`config.mk`:
```
export PLATFORM = sky130hd
export DESIGN_NAME = cu_fsm
export DESIGN_NICKNAME = d
export VERILOG_FILES = /design/src/rtl/cu_fsm.sv
export SDC_FILE = /design/constraint.sdc
export NUM_CORES = 1
export LEC_CHECK = 0
export CORE_UTILIZATION = 34
export DETAILED_ROUTE_END_ITERATION = 10
export PLACE_DENSITY_LB_ADDON = 0.1
export SLEW_MARGIN = 0
export SYNTH_ARGS = -nofsm -noshare
export SYNTH_HDL_FRONTEND = slang
export SYNTH_SLANG_ARGS = --single-unit
```
`constraint.sdc`:
```
create_clock -name clk -period 1.6 [get_ports clk]
set_clock_uncertainty 0.2 [all_clocks]
set_input_delay 0.32 -clock clk [delete_from_list [all_inputs] [get_ports clk]]
set_output_delay 0.32 -clock clk [all_outputs]
set_load 0.05 [all_outputs]
```
`src/rtl/cu_fsm.sv`:
```
// ============================================================================
// Module   : cu_fsm
// Brief    : Multi-cycle RISC-V control unit FSM (INIT/FETCH/EXEC/WB/INTR).
//            Optional interrupt support enabled by macro CU_FSM_INTR_EN.
// Revision : 1.0 - initial release
// ============================================================================
`default_nettype none

module cu_fsm #(
    parameter int INIT_CYCLES = 1
) (
    input  logic       clk,
    input  logic       rst_n,
    input  logic [6:0] opcode,
    input  logic [2:0] funct3,
    input  logic       intr,
    input  logic       mem_ready,
    output logic       pc_write,
    output logic       reg_write,
    output logic       mem_rden1,
    output logic       mem_rden2,
    output logic       mem_we2,
    output logic       rst_pc,
    output logic       csr_we,
    output logic       int_taken,
    output logic       mret_exec,
    output logic [2:0] fsm_state
);

    typedef enum logic [2:0] {
        S_INIT  = 3'd0,
        S_FETCH = 3'd1,
        S_EXEC  = 3'd2,
        S_WB    = 3'd3,
        S_INTR  = 3'd4
    } state_t;

    localparam logic [6:0] OP_LOAD   = 7'b0000011;
    localparam logic [6:0] OP_STORE  = 7'b0100011;
    localparam logic [6:0] OP_BRANCH = 7'b1100011;
    localparam logic [6:0] OP_LUI    = 7'b0110111;
    localparam logic [6:0] OP_AUIPC  = 7'b0010111;
    localparam logic [6:0] OP_JAL    = 7'b1101111;
    localparam logic [6:0] OP_JALR   = 7'b1100111;
    localparam logic [6:0] OP_IMM    = 7'b0010011;
    localparam logic [6:0] OP_OP     = 7'b0110011;
    localparam logic [6:0] OP_SYSTEM = 7'b1110011;
    localparam logic [3:0] INIT_LAST = 4'(INIT_CYCLES - 1);

    state_t     state_q, state_d;
    logic [3:0] cnt_q, cnt_d;
    logic       done;

    always_ff @(posedge clk or negedge rst_n) begin
        if (!rst_n) begin
            state_q <= S_INIT;
            cnt_q   <= 4'd0;
        end else begin
            state_q <= state_d;
            cnt_q   <= cnt_d;
        end
    end

    always_comb begin
        state_d   = state_q;
        cnt_d     = cnt_q;
        done      = 1'b0;
        pc_write  = 1'b0;
        reg_write = 1'b0;
        mem_rden1 = 1'b0;
        mem_rden2 = 1'b0;
        mem_we2   = 1'b0;
        rst_pc    = 1'b0;
        csr_we    = 1'b0;
        int_taken = 1'b0;
        mret_exec = 1'b0;

        case (state_q)
            S_INIT: begin
                rst_pc = 1'b1;
                cnt_d  = cnt_q + 4'd1;
                if (cnt_q == INIT_LAST) begin
                    state_d = S_FETCH;
                    cnt_d   = 4'd0;
                end
            end
            S_FETCH: begin
                mem_rden1 = 1'b1;
                state_d   = S_EXEC;
            end
            S_EXEC: begin
                case (opcode)
                    OP_LOAD: begin
                        mem_rden2 = 1'b1;
                        state_d   = S_WB;
                    end
                    OP_STORE: begin
                        mem_we2  = 1'b1;
                        pc_write = 1'b1;
                        done     = 1'b1;
                    end
                    OP_LUI, OP_AUIPC, OP_JAL, OP_JALR, OP_IMM, OP_OP: begin
                        pc_write  = 1'b1;
                        reg_write = 1'b1;
                        done      = 1'b1;
                    end
                    OP_SYSTEM: begin
                        pc_write = 1'b1;
                        done     = 1'b1;
                        if (funct3 == 3'b001) begin
                            csr_we    = 1'b1;
                            reg_write = 1'b1;
                        end else if (funct3 == 3'b000) begin
                            mret_exec = 1'b1;
                        end
                    end
                    // BRANCH and unknown opcodes just advance the PC
                    default: begin
                        pc_write = 1'b1;
                        done     = 1'b1;
                    end
                endcase
            end
            S_WB: begin
                if (mem_ready) begin
                    reg_write = 1'b1;
                    pc_write  = 1'b1;
                    done      = 1'b1;
                end else begin
                    mem_rden2 = 1'b1;
                end
            end
`ifdef CU_FSM_INTR_EN
            S_INTR: begin
                int_taken = 1'b1;
                pc_write  = 1'b1;
                state_d   = S_FETCH;
            end
`endif
            default: state_d = S_FETCH;
        endcase

        // intr is only looked at on the edge that retires an instruction
        if (done) begin
`ifdef CU_FSM_INTR_EN
            state_d = intr ? S_INTR : S_FETCH;
`else
            state_d = S_FETCH;
`endif
        end
    end

`ifndef CU_FSM_INTR_EN
    logic unused_intr;
    assign unused_intr = intr;
`endif

    assign fsm_state = state_q;

endmodule

`default_nettype wire
```
* Word level (Yosys, flattened, before mapping)
Cells that the tools add are included.
Storage, ports and cells: register bits after elaboration 7, bits of input ports 14, output and inout bits 12
Operators by class: add/subtract/negate cells 1, eq/ne operators 16, muxes and demuxes 24, reductions and logical operators 5
Operators with widths (number):
- equality test 7 x 6 -> 1 bit (second input constant) | 3
- equality test 7 bit (second input constant) | 3
- 2-to-1 mux 1 bit | 15
- equality test 7 x 5 -> 1 bit (second input constant) | 2
- one-hot mux 3 bit (4 select lines) | 1
- 2-to-1 mux 3 bit | 3
- one-hot mux 1 bit (2 select lines) | 4
- equality test 7 x 2 -> 1 bit (second input constant) | 1
- equality test 3 x 1 -> 1 bit (second input constant) | 2
- equality test 3 x 2 -> 1 bit (second input constant) | 2
- logical NOT 3 bit | 2
- OR reduction 6 bit | 1
- adder 4 x 1 -> 4 bit (second input constant) | 1
- logical NOT 4 bit | 1
- 2-to-1 mux 4 bit | 1
- inequality test 3 x 2 -> 1 bit (second input constant) | 1
- inequality test 3 bit (second input constant) | 1
- AND reduction 3 bit | 1
- inequality test 2 bit (second input constant) | 1

* Logic depth before layout (Yosys ltp)
word-level depth 5, mapped depth 6, gate-level depth less buffers 6

* Worst setup path after synthesis
OpenSTA, ideal clock, no wires.
path type register -> output, start register state_q[0] (netlist: fsm_state[0]), end output mem_rden2, arrival time 2182 ps, required time 1080 ps, setup slack -1102 ps, stages on the path, launching flop included 7, cells stage by stage dfrtp_1 inv_1 ha_1 nand3_1 nor3_1 nand2_1 o22ai_1
On the way: cells in the longest elaborated chain, start to end 2
Ends and longest elaborated chain:
- start, declared | RTL line 50 | state_t state_q, state_d;
- start signal, assigned | RTL line 59 | state_q <= state_d;
- equality test 3 x 2 -> 1 bit | RTL line 78 | case (state_q)
- one-hot mux 1 bit (2 select lines) (*) | RTL line 78
- end, declared | RTL line 21 | output logic mem_rden2,
Mark *: on every way between the ends. The rest lies on a longest branch, timed or not.

* Worst setup path after layout
start register state_q[0] (netlist: fsm_state[0]), end output reg_write
On the way: cells in the longest elaborated chain, start to end 2
Ends and longest elaborated chain:
- equality test 3 x 2 -> 1 bit | RTL line 78
- one-hot mux 1 bit (2 select lines) (*) | RTL line 78
- end, declared | RTL line 19 | output logic reg_write,
Marked as above.

==> key figures <==
Timing
  – Max frequency: 438.1 MHz
  – Hold Fails Final Rpt: 0
  – Max Slew Vio Count: 0
  – Fin Setup TNS: -4.547 ns
  – PnR worst setup slack: -0.6826 ns
  – Crit share post-route: 1.427
  – RSZ-0062 raised after global routing: true
  – Final setup viols: 13
  – Hold WS: 0.1130 ns
  – Crit path time final: 2.283 ns

Clock tree
  – Total clock sinks: 6
  – Htree depth: 1
  – Cts hold-fix bufs: 0
  – CTS Buf Count: 3
  – CTS max path bufs: 2
  – CTS Root Cell: clkbuf_4
  – Clock slew at reported path FFs: 0.06 ns
  – CTS tree: yes
  – Later-pin clock latency in the skew report: 0.26 ns

Worst setup path
  – Top delay family on crit path: simple AND/OR/NAND/NOR gates
  – Worst setup SP type: flip-flop
  – Slowest stage cell on the critical path: dfrtp_2
  – CP peak stage delay: 0.43 ns
  – Crit path required time: 1.08 ns
  – WP data arrival: 1.76 ns
  – Buf/Inv on CP: 2
  – CP Cell Sequence: inv_4 > ha_4 > nand3_4 > nor3_4 > nand4_1 > o211ai_1 > buf_12
  – Critical path fanouts, max: 2
  – Crit Path Category: flip-flop to primary output
  – Crit end category: primary output

Placement
  – Placement Setup Slack: -0.5388 ns
  – I/O Buffers: 22
  – DP Area: 1025 sq um
  – Final GP Congestion: 0.7777
  – DP HPWL: 1.177 mm

Cells and area
  – Fin nets: 127
  – Synthesis-to-layout area growth: 145.0%
  – Antenna cell count: 0
  – Most frequent cells in the layout: buf_4, buf_12, clkdlybuf4s50_1, buf_6, ha_4
  – Layout cell share with drive strength beyond 1: 0.6476
  – Commonest non-fill, non-tap cell in the layout: buf_4
  – Final instance area: 1266 sq um
  – Fill count: 40

Power and ir drop
  – Pwr dens: 1554 nW/um^2
  – Max VDD drop: 1.868 mV
  – Leak: 0.5554 nW

Status
  – Status: complete, but fails checks
  – Failing checks: setup timing

Die
  – Placeable Area: 1350 sq um
  – # rows: 13
  – Die ar.: 1680 sq um
  – Die X: 40.99 um
  – IO Pins: 26
  – Starting Density: 0.3828
  – Chip Height: 40.99 um

GRT
  – Antenna violations before repair: 0
  – GRT overflow: 0
  – Pin count of the biggest net entering global routing: 7
  – GRT Total Usage: 0.2748
  – First-pass GRT wire length: 2.746 mm
  – Vias in the first global route: 589

Logic synthesis
  – Synth area leader: dfrtp_1
  – Syn_area_per_cell: 8.909 sq um
  – Ranking of synthesized cells by area: dfrtp_1, ha_1, inv_1, mux2i_1, nand2_1
  – Seq cells post-synth: 6
  – Synth Cell Area: 516.7 sq um
  – Yosys warning count: 0
  – Area share of the largest cell type after synthesis: 0.2906
  – Post-Synthesis Cells: 58
  – Distinct cells, synth: 26
  – Seq/Total Area, Yosys: 0.2906

Flow run
  – Max-Cap Viols: 0

Route
  – DR iter-0 viols: 30
  – Wire per inst: 20.11 um
  – Drc violations: 0
  – Total vias in the final route: 671
  – Total routed wirelength: 2.413 mm
  – ANT nets after route: 0
  – Vias per std cell: 5.592
  – First-pass DRT Iterations: 4

Hold path
  – Worst min-delay path category: input pin to asynchronous set/reset pin
routing by layer:
layer,track usage,share of wire,vias to the layer above
met5,0,0,-
met4,0.2083,0.038,0
met3,0.07609,0.066,14
met2,0.4805,0.52,42
met1,0.2697,0.38,323
li1,-,-,292
registers in the layout (all words and copies together), names as in the netlist:
name       count
cnt_q          4
fsm_state      2
layout make-up:
type	count	area, sq um	area share
clock buffers	4	26.28	0.02075
flip-flops and latches	6	152.6	0.1206
repair buffers	44	513.0	0.4051
inverters	7	38.79	0.03063
multi-input cells	44	516.7	0.4081
well taps	15	18.77	0.01482
cell usage after synthesis (all sizes together):
cell type  n
inv        7
a21o       1
dfrtp      6
nor2b      1
ha         7
nand3      3
mux2i      2
conb       1
nor3b      1
o22ai      1
nand4      2
o21ai      2
nand2      5
a21oi      2
buf        2
nor3       3
o211ai     2
xnor2      1
or3b       1
and3       1
o41ai      1
nor2       5
and3b      1
per-stage QoR:
stage | cells | power (W) | utilization
5_1_grt | 120 | 0.002024 | 0.9379
4_1_cts | 116 | 0.001786 | 0.8434
6_report | 120 | 0.001968 | 0.9379
2_1_floorplan | 59 | 0.0008750 | -
3_3_place_gp | 109 | 0.001439 | 0.7590
3_5_place_dp | 109 | 0.001457 | 0.7590
final timing paths:
kind | start | endpoint | slack [ns] | cells past startpoint
setup / recovery | fsm_state[0]$_DFFE_PN0P_ | reg_write | -0.68 | 7
setup reg to reg | cnt_q[0]$_DFFE_PN0P_ | fsm_state[1]$_DFFE_PN0P_ | -0.28 | 6
min in group clk | cnt_q[3]$_DFFE_PN0P_ | cnt_q[3]$_DFFE_PN0P_ | 0.31 | 1
hold / removal | rst_n | cnt_q[0]$_DFFE_PN0P_ | 0.11 | 1
hold reg to reg | cnt_q[3]$_DFFE_PN0P_ | cnt_q[3]$_DFFE_PN0P_ | 0.31 | 1
max in group asynchronous | rst_n | fsm_state[1]$_DFFE_PN0P_ | 0.83 | 1
what timing repair did:
action | in CTS | in global routing
setup buffers | 4 | 8
gates resized for setup | 21 | 26
endpoints found under the setup margin | 10 | 13
pin swaps | 6 | 10
cell families after synthesis:
logic type,Yosys count,synth area share
adder cells (fa/ha/maj),7,0.1695
flip-flops,6,0.2905
AND/OR/NAND/NOR,23,0.2373
other,1,0.007257
buffers and inverters,9,0.07990
XOR/XNOR,1,0.01695
multiplexers,2,0.03874
AO/OA/AOI/OAI,9,0.1598
power by group:
group / switching, W / internal [W] / leakage, nW
Sequential: 0.0000276 / 0.000184 / 0.0774
Clock: 0.0000759 / 0.0000958 / 0.0150
Combinational: 0.000831 / 0.000754 / 0.463
No activity file was read; power rests on OpenSTA's default activity.
